==> src/rtl/core_n_ex.sv <==
// core_n_ex: parametrised execution core with register file, ALU and an
// execution FSM. Instructions are accepted over a valid/ready handshake.
// MUL is an iterative shift-add that takes DW cycles after decode.
//
// Ports:
//   clk, rst        clock and synchronous active-high reset
//   inst            16-bit instruction: [15:12] op, [7:4] rd, [3:0] rs,
//                   imm8 = {inst[11:8], inst[3:0]}
//   inst_valid      instruction offered this cycle
//   inst_ready      core is idle and will take the instruction
//   retire          1-cycle pulse: the instruction commits at the next edge
//   illegal         1-cycle pulse with retire for illegal instructions
//   flags           {C,Z,V,N}
//   dbg_sel         debug register index
//   dbg_data        committed contents of register dbg_sel
//
// state | meaning
// IDLE  | waiting for an instruction, inst_ready=1
// EXEC  | IR decoded, operands read, single-cycle ops commit
// MULT  | one shift-add step per cycle, commit when counter reaches 0
module core_n_ex #(
  parameter int DW     = 8,
  parameter int NREG   = 4,
  parameter bit MUL_EN = 1'b1
) (
  input  logic                      clk,
  input  logic                      rst,
  input  logic [15:0]               inst,
  input  logic                      inst_valid,
  output logic                      inst_ready,
  output logic                      retire,
  output logic                      illegal,
  output logic [3:0]                flags,
  input  logic [$clog2(NREG)-1:0]   dbg_sel,
  output logic [DW-1:0]             dbg_data
);
  localparam int RW   = $clog2(NREG);
  localparam int NPHY = 1 << RW;
  localparam int CW   = $clog2(DW);

  localparam logic [3:0] OP_ADD = 4'h0, OP_ADC = 4'h1, OP_AND = 4'h2, OP_OR = 4'h3;
  localparam logic [3:0] OP_EOR = 4'h4, OP_SUB = 4'h5, OP_MOV = 4'h6, OP_ANDI = 4'h7;
  localparam logic [3:0] OP_ORI = 4'h8, OP_SUBI = 4'h9, OP_MUL = 4'hA, OP_LDI = 4'hE;
  localparam logic [3:0] OP_NOP = 4'hF;

  typedef enum logic [1:0] {S_IDLE, S_EXEC, S_MULT} state_t;

  state_t          state, state_nx;
  logic [15:0]     ir;
  logic [DW-1:0]   regs [NPHY];
  logic [CW-1:0]   cnt;
  logic [DW-1:0]   acc, mshift, mcand;

  logic [3:0]      op, rd, rs;
  logic [RW-1:0]   rd_i, rs_i;
  logic [DW-1:0]   r_val, s_val, imm, sub_b, logic_res;
  logic [DW:0]     add_res, sub_res, mul_sum;
  logic [2*DW-1:0] mul_step;
  logic            add_cin, v_add, v_sub;
  logic            op_ok, uses_rs, bad;
  logic            wr_en, fl_en, mul_load;
  logic [DW-1:0]   wr_data;
  logic [3:0]      flags_nx;

  assign op    = ir[15:12];
  assign rd    = ir[7:4];
  assign rs    = ir[3:0];
  assign rd_i  = rd[RW-1:0];
  assign rs_i  = rs[RW-1:0];
  assign r_val = regs[rd_i];
  assign s_val = regs[rs_i];
  assign imm   = DW'({ir[11:8], ir[3:0]});

  assign inst_ready = (state == S_IDLE);
  assign dbg_data   = regs[dbg_sel];

  always_comb begin
    op_ok   = 1'b1;
    uses_rs = 1'b0;
    case (op)
      OP_ADD, OP_ADC, OP_AND, OP_OR, OP_EOR, OP_SUB, OP_MOV: uses_rs = 1'b1;
      OP_MUL: begin
        uses_rs = 1'b1;
        op_ok   = MUL_EN;
      end
      OP_ANDI, OP_ORI, OP_SUBI, OP_LDI, OP_NOP: ;
      default: op_ok = 1'b0;
    endcase
  end

  // NOP never names a register, so its rd field is don't-care.
  assign bad = !op_ok
             || ((op != OP_NOP) && (32'(rd) >= NREG))
             || (uses_rs && (32'(rs) >= NREG));

  assign add_cin = (op == OP_ADC) & flags[3];
  assign add_res = {1'b0, r_val} + {1'b0, s_val} + {{DW{1'b0}}, add_cin};
  assign v_add   = (r_val[DW-1] == s_val[DW-1]) && (add_res[DW-1] != r_val[DW-1]);
  assign sub_b   = (op == OP_SUBI) ? imm : s_val;
  assign sub_res = {1'b0, r_val} - {1'b0, sub_b};
  assign v_sub   = (r_val[DW-1] != sub_b[DW-1]) && (sub_res[DW-1] != r_val[DW-1]);

  always_comb begin
    logic_res = '0;
    case (op)
      OP_AND:  logic_res = r_val & s_val;
      OP_OR:   logic_res = r_val | s_val;
      OP_EOR:  logic_res = r_val ^ s_val;
      OP_ANDI: logic_res = r_val & imm;
      OP_ORI:  logic_res = r_val | imm;
      default: logic_res = '0;
    endcase
  end

  // {acc, mshift} shifts right each step; the finished product sits in it.
  assign mul_sum  = {1'b0, acc} + {1'b0, (mshift[0] ? mcand : {DW{1'b0}})};
  assign mul_step = {mul_sum, mshift[DW-1:1]};

  always_comb begin
    state_nx = state;
    retire   = 1'b0;
    illegal  = 1'b0;
    wr_en    = 1'b0;
    wr_data  = '0;
    fl_en    = 1'b0;
    flags_nx = flags;
    mul_load = 1'b0;
    case (state)
      S_IDLE: if (inst_valid) state_nx = S_EXEC;
      S_EXEC: begin
        state_nx = S_IDLE;
        retire   = 1'b1;
        if (bad) begin
          illegal = 1'b1;
        end else begin
          case (op)
            OP_ADD, OP_ADC: begin
              wr_en    = 1'b1;
              wr_data  = add_res[DW-1:0];
              fl_en    = 1'b1;
              flags_nx = {add_res[DW], ~|add_res[DW-1:0], v_add, add_res[DW-1]};
            end
            OP_SUB, OP_SUBI: begin
              wr_en    = 1'b1;
              wr_data  = sub_res[DW-1:0];
              fl_en    = 1'b1;
              flags_nx = {sub_res[DW], ~|sub_res[DW-1:0], v_sub, sub_res[DW-1]};
            end
            OP_AND, OP_OR, OP_EOR, OP_ANDI, OP_ORI: begin
              wr_en    = 1'b1;
              wr_data  = logic_res;
              fl_en    = 1'b1;
              flags_nx = {flags[3], ~|logic_res, 1'b0, logic_res[DW-1]};
            end
            OP_MOV: begin
              wr_en   = 1'b1;
              wr_data = s_val;
            end
            OP_LDI: begin
              wr_en   = 1'b1;
              wr_data = imm;
            end
            OP_MUL: begin
              retire   = 1'b0;
              mul_load = 1'b1;
              state_nx = S_MULT;
            end
            default: ;
          endcase
        end
      end
      S_MULT: begin
        if (cnt == '0) begin
          retire   = 1'b1;
          wr_en    = 1'b1;
          wr_data  = mul_step[DW-1:0];
          fl_en    = 1'b1;
          flags_nx = {|mul_step[2*DW-1:DW], ~|mul_step[DW-1:0], 1'b0, mul_step[DW-1]};
          state_nx = S_IDLE;
        end
      end
      default: state_nx = S_IDLE;
    endcase
  end

  always_ff @(posedge clk) begin
    if (rst) begin
      state  <= S_IDLE;
      ir     <= '0;
      flags  <= '0;
      cnt    <= '0;
      acc    <= '0;
      mshift <= '0;
      mcand  <= '0;
      for (int i = 0; i < NPHY; i++) regs[i] <= '0;
    end else begin
      state <= state_nx;
      if (inst_valid && inst_ready) ir <= inst;
      if (wr_en) regs[rd_i] <= wr_data;
      if (fl_en) flags <= flags_nx;
      if (mul_load) begin
        cnt    <= CW'(DW - 1);
        acc    <= '0;
        mshift <= s_val;
        mcand  <= r_val;
      end else if (state == S_MULT) begin
        cnt           <= cnt - CW'(1);
        {acc, mshift} <= mul_step;
      end
    end
  end
endmodule

==> config.mk <==
export PLATFORM = sky130hd
export DESIGN_NAME = core_n_ex
export DESIGN_NICKNAME = d
export VERILOG_FILES = /design/src/rtl/core_n_ex.sv
export SDC_FILE = /design/constraint.sdc
export NUM_CORES = 1
export LEC_CHECK = 0
export CAP_MARGIN = 20
export CORE_ASPECT_RATIO = 1.25
export CORE_MARGIN = 10
export CORE_UTILIZATION = 60
export CTS_BUF_LIST = sky130_fd_sc_hd__clkbuf_16
export DETAILED_ROUTE_END_ITERATION = 16
export PLACE_DENSITY = 0.81
export SLEW_MARGIN = 20
export SYNTH_ARGS = -nofsm -noshare
export SYNTH_HDL_FRONTEND = slang
export SYNTH_SLANG_ARGS = --single-unit
export TNS_END_PERCENT = 100
==> constraint.sdc <==
create_clock -name clk -period 4.4 [get_ports clk]
set_input_delay 1.1 -clock clk [delete_from_list [all_inputs] [get_ports clk]]
set_output_delay 1.1 -clock clk [all_outputs]
set_load 0.01 [all_outputs]
==> results of run 1 <==
per-stage QoR:
step | hold WS, ns | utilization (%) | power, µW
floorplan | 0.445 | - | 1210
global placement | 0.455 | 66.3 | 1340
detailed placement | 0.463 | 66.3 | 1360
CTS | 0.474 | 69.5 | 2100
global route | 0.504 | 69.5 | 2190
finish | 0.474 | 69.5 | 2110
synth_stat cells, drive strengths merged, types with 5 or more instances:
cell type,count,area share (%)
a21oi,44,3.8
o21a,5,0.64
a221o,10,1.7
nor2,83,5.3
nand2b,18,1.9
a31oi,5,0.53
nand2,61,3.9
and2,12,1.3
mux2i,30,5.1
nand3,8,0.68
a221oi,5,0.86
a222oi,7,1.2
o22ai,5,0.53
mux4,24,9.6
inv,23,1.5
nor4,5,0.64
clkbuf,28,1.8
or2,5,0.53
a22o,5,0.75
o21ai,22,1.9
a211oi,13,1.7
ha,30,6.4
nor2b,8,0.86
buf,10,0.88
nor3,11,0.94
edfxtp,32,16
xnor2,11,1.6
dfxtp,53,18
layer usage:
| layer | vias up | part of all wire (%) | routed length, µm |
|---|---|---|---|
| li1 | 2377 | - | - |
| met5 | - | 0 | 0 |
| met1 | 2504 | 38 | 6140 |
| met3 | 45 | 4.7 | 761 |
| met2 | 168 | 52 | 8360 |
| met4 | 0 | 5.3 | 855 |
report_power, final:
part / internal, µW / switching [µW] / leakage [µW]
clock network: 426 / 332 / 0.000147
logic: 213 / 268 / 0.00160
registers: 839 / 30.3 / 0.000760
total: 1480 / 631 / 0.00251
cell type report:
| type | instances | area (µm²) | share of cell area [%] |
|---|---|---|---|
| tap | 126 | 158 | 2.37 |
| clock buffer | 10 | 250 | 3.77 |
| timing repair buffer | 54 | 493 | 7.42 |
| inverter | 23 | 86.3 | 1.30 |
| multi-input combinational | 482 | 3580 | 53.9 |
| clock inverter | 6 | 50.0 | 0.753 |
| sequential | 85 | 2020 | 30.4 |
registers in the layout, summed over array words and instances, names as in the netlist, named ones only:
name and count:
flags 4, cnt 3, mcand 8, regs 32
ir 16, mshift 8, acc 8, state 2
final timing paths:
check	start	to	slack, ns
worst max-delay path	dbg_sel[0]	dbg_data[3]	0.49
worst min-delay path	flags[1]	flags[1]	0.47
worst max register to register	flip-flop	regs[2][6]	0.51
worst min register to register	flags[1]	flags[1]	0.47
worst max-delay path, stage by stage:
cell and delay (ns):
clkdlybuf4s50_1 0.46, buf_4 0.20, mux4_2 0.53, clkdlybuf4s50_1 0.51
cell families after synthesis:
family	Yosys count	share of synthesized area, %
simple gates	230	18.5
mux	57	15.3
fa+ha+maj	34	7.79
compound gates	146	17.4
buf+inv	61	4.15
flops	85	34.6
xor+xnor	15	2.25
==> impl_metrics.tcl, run 1 <==
set metrics [dict create \
    clockRootBuffer "clkbuf_16" \
    seq_area_frac_synth_pct 34.6 \
    finalWeightedCongestion 0.981 \
    slew_viol_final 0 \
    fmaxAchievable_mhz 256 \
    period_share_pct 88.8 \
    cts_buffers 9 \
    grt_max_degree 44 \
    place_area_um2 6340 \
    p_leak_uw 0.00251 \
    maxCapViolations 0 \
    rsz0062_at_grt "false" \
    arrival_ns 2.81 \
    portBuffers 35 \
    cts_resized 0 \
    worst_pin_slew_ns 0.784 \
    power.density_nw_per_um2 317 \
    hold-path-cell-count 2 \
    drc 0 \
    finalNonFillerCells 786 \
    grt_pass1_vias 5013 \
    grt_busiest_layer "met2" \
    clk_pin_slew_ns 0.07 \
    yosys_register_bits 85 \
    synth_nets 683 \
    wirelength_um 16100 \
    synth-edff-count 32 \
    syn_inst 628 \
    relSlewSlack_pct 47.4 \
    use_met2_pct 40.7 \
    ios 36 \
    hold_violations 0 \
    skew_ns 0.00866 \
    dieArea_um2 14100 \
    critical_path_class "input port to output pin" \
    peakVddDrop_mv 0.241 \
    layout_common_cells "nor2_1, nand2_1, dfxtp_1, a21oi_1, clkdlybuf4s50_1" \
    drt-wirelength-per-cell_um 20.5 \
    cp_max_fo 8 \
    dp_hpwl_um 12600 \
    tritoncts "yes" \
    ys_types 65 \
    postSynthAreaPerCell_um2 9.31 \
    layout_commonest_cell "nor2_1" \
    dp.cells 770 \
    stdcell_area_um2 6640 \
    coreArea_um2 9560 \
    period_needed_ns 3.91 \
    vias_per_cell 6.48 \
    tns_ns 0 \
    nFillCells 752 \
    area_delta_synth_final_pct 13.6 \
    antenna_found_initial 0 \
    synth-main-ff-cell "dfxtp_1" \
    die_h_um 130 \
    die_w_um 108 \
    required_ns 3.30 \
    worstSkewPairLatency_ns 0.35 \
    grt_overflow 0 \
    row_count 40 \
    drive_gt1_share_pct 10.5 \
    crit_path_end_kind "output pin" \
    drtPass1Iterations 6 \
    syn_area_um2 5850 \
    n_antenna_cell 0 \
    cts.sinks 85 \
    setup_ws_ns 0.494 \
    h-tree-depth 3 \
    drtIter0Drc 388 \
    grt_usage_pct 23.3 \
    setup-violations-final 0 \
    yosysWarnings 0 \
    vias 5094 \
    grt_pass1_wl_um 25800 \
    r2r_cells 13 \
    hold_buffers 0 \
    clockBufferDepth 2 \
    hold_path.class "flip-flop to flip-flop" \
    start_util_pct 61.2 \
    grt_util_met1_pct 26.2 \
    grt_util_met3_pct 3.82 \
    final_antenna_net_count 0 \
    nNetsFinal 710 \
    place_worst_setup_slack_ns 0.490 \
    cts_setup_buffers 0 \
    critPathLaunchType "input port" \
    status "finished, final reports clean" \
    synthArstFlopShare_pct 0 \
]
(Power assumes the default switching activity.)
==> inputs of run 2 (changes only) <==
--- a/config.mk
+++ b/config.mk
@@ -8,10 +8,10 @@
 export CAP_MARGIN = 20
 export CORE_ASPECT_RATIO = 1.25
 export CORE_MARGIN = 10
-export CORE_UTILIZATION = 60
+export CORE_UTILIZATION = 45
 export CTS_BUF_LIST = sky130_fd_sc_hd__clkbuf_16
 export DETAILED_ROUTE_END_ITERATION = 16
-export PLACE_DENSITY = 0.81
+export PLACE_DENSITY = 0.64
 export SLEW_MARGIN = 20
 export SYNTH_ARGS = -nofsm -noshare
 export SYNTH_HDL_FRONTEND = slang
==> run 2 against run 1 <==
Net effect: via count is 3.5% lower; design area is 1.2% higher; final cell count up 5.5%; highest routed layer unchanged.
==> impl_metrics.tcl, run 2 (synthesized netlist as in run 1, its figures left out) <==
set metrics [dict create \
    layout_commonest_cell "nor2_1" \
    vias 4917 \
    min_from "ir[6]" \
    fmaxAchievable_mhz 255 \
    portBuffers 35 \
    crit_family "compound AO/OA/AOI/OAI gates" \
    ios 36 \
    cp_common_cell "o21ai_0" \
    clockRootBuffer "clkbuf_16" \
    largest_reg_flops 32 \
    multi_input_area_um2 3580 \
    nNetsFinal 711 \
    cts.sinks 85 \
    power.density_nw_per_um2 324 \
    h-tree-depth 3 \
    antenna_found_initial 0 \
    n_antenna_cell 0 \
    status "finished, final reports clean" \
    worst_pin_slew_ns 0.778 \
    cts_resized 0 \
    p_leak_uw 0.00253 \
    slowest_stage "mux4_1" \
    dp.cells 813 \
    grt_usage_pct 18.6 \
    cts_buffers 9 \
    period_needed_ns 3.93 \
    place_area_um2 6400 \
    relSlewSlack_pct 47.7 \
    arrival_ns 4.01 \
    required_ns 4.48 \
    area_delta_synth_final_pct 15.0 \
    place_worst_setup_slack_ns 0.500 \
    setup-violations-final 0 \
    critical_path_class "flip-flop to flip-flop" \
    vias_per_cell 5.93 \
    grt_pass1_vias 4914 \
    setup_ws_ns 0.474 \
    layout_common_cells "nor2_1, nand2_1, dfxtp_1, a21oi_1, clkdlybuf4s50_1" \
    slew_viol_final 0 \
    drive_gt1_share_pct 10.4 \
    dp_hpwl_um 13200 \
    final_antenna_net_count 0 \
    peakVddDrop_mv 0.206 \
    skew_ns 0.0112 \
    clockBufferDepth 2 \
    cp_num_buf_inv 1 \
    drtIter0Drc 390 \
    period_share_pct 89.2 \
    rsz0062_at_grt "false" \
    hold_violations 0 \
    nFillCells 1171 \
    grt_overflow 0 \
    drc 0 \
    grt_max_degree 44 \
    stdcell_area_um2 6730 \
    drt-wirelength-per-cell_um 19.8 \
    critPathLaunchType "flip-flop" \
    worstSkewPairLatency_ns 0.35 \
    dieArea_um2 18000 \
    finalNonFillerCells 829 \
    cp_cell_sequence "mux4_1 -> inv_1 -> o21ai_0 -> ha_1 -> fa_1 -> nor2b_1 -> o21a_1 -> o21ai_0 -> a21oi_1 -> o21ba_2 -> a221oi_1 -> a2bb2oi_1 -> nor2_1" \
    clk_pin_slew_ns 0.06 \
    start_util_pct 46.0 \
    row_count 46 \
    tritoncts "yes" \
    top_register "regs" \
    hold_buffers 0 \
    cp_max_fo 6 \
    die_h_um 147 \
    seqCellArea_um2 2020 \
    hold_path.class "flip-flop to flip-flop" \
    power_uw 2180 \
    worst_path_largest_cell_delay_ns 0.71 \
    drtPass1Iterations 6 \
    finalWeightedCongestion 0.963 \
    cts_setup_buffers 0 \
    die_w_um 122 \
    crit_path_end_kind "flip-flop" \
    largestRegisters "regs (32), ir (16)" \
    tns_ns 0 \
    grt_pass1_wl_um 26600 \
    maxCapViolations 0 \
    wirelength_um 16400 \
    coreArea_um2 12700 \
]
-- run 2: layout make-up --
| type | count | area share [%] |
|---|---|---|
| multi-input cells | 482 | 53.3 |
| well taps | 168 | 3.13 |
| repair buffers | 55 | 7.44 |
| flip-flops and latches | 85 | 30.1 |
| clock inverters | 7 | 1.45 |
| inverters | 23 | 1.28 |
| clock buffers | 9 | 3.35 |
-- run 2: through the flow --
step | hold WS (ns) | util [%]
finish | 0.469 | 52.9
global route | 0.502 | 52.9
CTS | 0.470 | 52.9
detailed placement | 0.462 | 50.3
global placement | 0.461 | 50.3
floorplan | 0.445 | -
-- run 2: tightest hold or removal path, delay by kind of cell (launching register included) --
family | cells | cell delay [ns]
flops | 1 | 0.32
compound gates | 1 | 0.05
simple gates | 1 | 0.05
-- run 2: path summary, 6_finish.rpt --
| kind | endpoint | slack (ns) | depth (start not counted) |
|---|---|---|---|
| max | regs[0][6] | 0.47 | 13 |
| min | ir[6] | 0.47 | 2 |
| max reg2reg | regs[0][6] | 0.47 | 13 |
| min reg2reg | ir[6] | 0.47 | 2 |
-- run 2: report_power, final --
part           switching [µW]  internal [µW]
registers                30.2            839
logic                     265            212
clock network             329            500
-- run 2: layer usage --
layer | wire length [µm] | vias up | GRT usage (%)
li1 | - | 2378 | -
met1 | 6760 | 2394 | 21.9
met2 | 8740 | 124 | 33.3
met3 | 628 | 21 | 3.13
met4 | 305 | 0 | 5.38
met5 | 0 | - | 0
==> inputs of run 3 (changes only) <==
--- a/config.mk
+++ b/config.mk
@@ -9,8 +9,9 @@
 export CORE_ASPECT_RATIO = 1.25
 export CORE_MARGIN = 10
 export CORE_UTILIZATION = 45
-export CTS_BUF_LIST = sky130_fd_sc_hd__clkbuf_16
+export CTS_BUF_LIST = sky130_fd_sc_hd__clkbuf_2
 export DETAILED_ROUTE_END_ITERATION = 16
+export GPL_ROUTABILITY_DRIVEN = 1
 export PLACE_DENSITY = 0.64
 export SLEW_MARGIN = 20
 export SYNTH_ARGS = -nofsm -noshare
==> run 3 against run 2 <==
Net effect: worst setup slack worse by 0.0055 ns; die area stayed put; first-iteration DRC count grew 6.7%; core utilization fell by 1.4 points; largest cell class unchanged; clock power is 42% lower; critical endpoint unchanged; via count increased by 0.67%.
==> impl_metrics.tcl, run 3 (synthesized netlist as in run 1, its figures left out) <==
set metrics [dict create \
    cts_setup_buffers 0 \
    drtPass1Iterations 6 \
    critical_path_class "flip-flop to flip-flop" \
    fmaxAchievable_mhz 254 \
    place_worst_setup_slack_ns 0.500 \
    rsz0062_at_grt "false" \
    grt_usage_pct 18.4 \
    status "finished, final reports clean" \
    cts_buffers 9 \
    setup_ws_ns 0.468 \
    r2r_cells 13 \
    crit_path_end_kind "flip-flop" \
    slowest_stage "mux4_1" \
    cp_cell_sequence "mux4_1 -> inv_1 -> o21ai_0 -> ha_1 -> fa_1 -> nor2b_1 -> o21a_1 -> o21ai_0 -> a21oi_1 -> o21ba_2 -> a221oi_1 -> a2bb2oi_1 -> nor2_1" \
    fin_util_pct 51.5 \
    start_util_pct 46.0 \
    top_register "regs" \
    grt_max_degree 44 \
    grt_pass1_vias 4925 \
    h-tree-depth 3 \
    antenna_found_initial 1 \
    grt_util_met3_pct 2.90 \
    dp_hpwl_um 13200 \
    stdcell_area_um2 6550 \
    hold_buffers 0 \
    min_to "ir[6]" \
    cts.sinks 85 \
    coreArea_um2 12700 \
    place_area_um2 6400 \
    largestRegisters "regs (32), ir (16)" \
    hold_path.class "flip-flop to flip-flop" \
    layout_common_cells "nor2_1, nand2_1, dfxtp_1, a21oi_1, clkdlybuf4s50_1" \
    drc 0 \
    tritoncts "yes" \
    vias 4950 \
    drive_gt1_share_pct 10.6 \
    grt_overflow 0 \
    clockBufferDepth 2 \
    peakVddDrop_mv 0.175 \
    r2r-start "regs[1][0]" \
    drt-wirelength-per-cell_um 19.7 \
    maxCapViolations 0 \
    crit_family "compound AO/OA/AOI/OAI gates" \
    r2r_end "regs[0][6]" \
    layout_commonest_cell "nor2_1" \
    die_h_um 147 \
    hold-path-cell-count 2 \
    ios 36 \
    required_ns 4.73 \
    relSlewSlack_pct 46.8 \
    r2r_slack_ns 0.47 \
    area_delta_synth_final_pct 12.0 \
    nNetsFinal 711 \
    period_needed_ns 3.93 \
    largest_reg_flops 32 \
    grt_util_met1_pct 21.7 \
    arrival_ns 4.27 \
    vias_per_cell 5.96 \
    worstSkewPairLatency_ns 0.57 \
    power.density_nw_per_um2 280 \
    setup-violations-final 0 \
    row_count 46 \
    portBuffers 35 \
    p_leak_uw 0.00245 \
    grt_busiest_layer "met2" \
    use_met2_pct 33.2 \
    cts_resized 0 \
    wirelength_um 16300 \
    dieArea_um2 18000 \
    worst_path_largest_cell_delay_ns 0.67 \
    cp_max_fo 6 \
    worst_pin_slew_ns 0.791 \
    cp_num_buf_inv 1 \
    clk_pin_slew_ns 0.27 \
    min_from "ir[6]" \
    nFillCells 1201 \
    hold_violations 0 \
    slew_viol_final 0 \
    cp_common_cell "o21ai_0" \
    grt_pass1_wl_um 26500 \
    clockRootBuffer "clkbuf_2" \
    finalWeightedCongestion 0.963 \
    hold_slack_ns 0.486 \
    die_w_um 122 \
    skew_ns 0.0326 \
    critPathLaunchType "flip-flop" \
    tns_ns 0 \
    drtIter0Drc 416 \
    final_antenna_net_count 0 \
    period_share_pct 89.4 \
]
## run 3: metal layers
layer | wire, µm | share of wire, %
met1 | 6660 | 41
met2 | 8620 | 53
met3 | 696 | 4.3
met4 | 336 | 2.1
met5 | 0 | 0
## run 3: final cells by class
type / instances / area [µm²] / area share, %
Clock buffer: 10 / 50.0 / 0.764
Multi-Input combinational cell: 482 / 3580 / 54.7
Tap cell: 168 / 210 / 3.21
Clock inverter: 6 / 93.8 / 1.43
Timing Repair Buffer: 55 / 500 / 7.64
Inverter: 23 / 86.3 / 1.32
Sequential cell: 85 / 2020 / 30.9
Antenna cell: 1 / 2.50 / 0.0382
## run 3: power breakdown
part	total (µW)	internal, µW	switching (µW)
Combinational	477	212	264
Sequential	871	841	30.3
Clock	485	195	289
Total	1830	1250	584
## run 3: worst register-to-register path: cells and delay by family, from the launching register on
family	cells	cell delay, ns
flops	1	0.49
mux	1	0.67
fa+ha+maj	2	0.64
simple gates	2	0.23
compound gates	7	1.53
buf+inv	1	0.14
## run 3: worst max-delay path by stage
stage                from     endpoint  slack [ns]  depth (start not counted)
2_1_floorplan      ir[15]   regs[2][7]        0.59                         14
3_3_place_gp   dbg_sel[0]  dbg_data[6]        0.51                          4
4_1_cts        dbg_sel[0]  dbg_data[7]        0.49                          4
3_5_place_dp   dbg_sel[0]  dbg_data[3]        0.50                          4
5_1_grt            ir[15]   regs[1][6]        0.21                         13
6_report       regs[1][0]   regs[0][6]        0.47                         13
## run 3: metrics by stage
stage	cells	total power (µW)
final	830	1830
after CTS	829	1840
after global routing	830	1920
after global placement	813	1350
after floorplan	628	1210
after detailed placement	813	1360
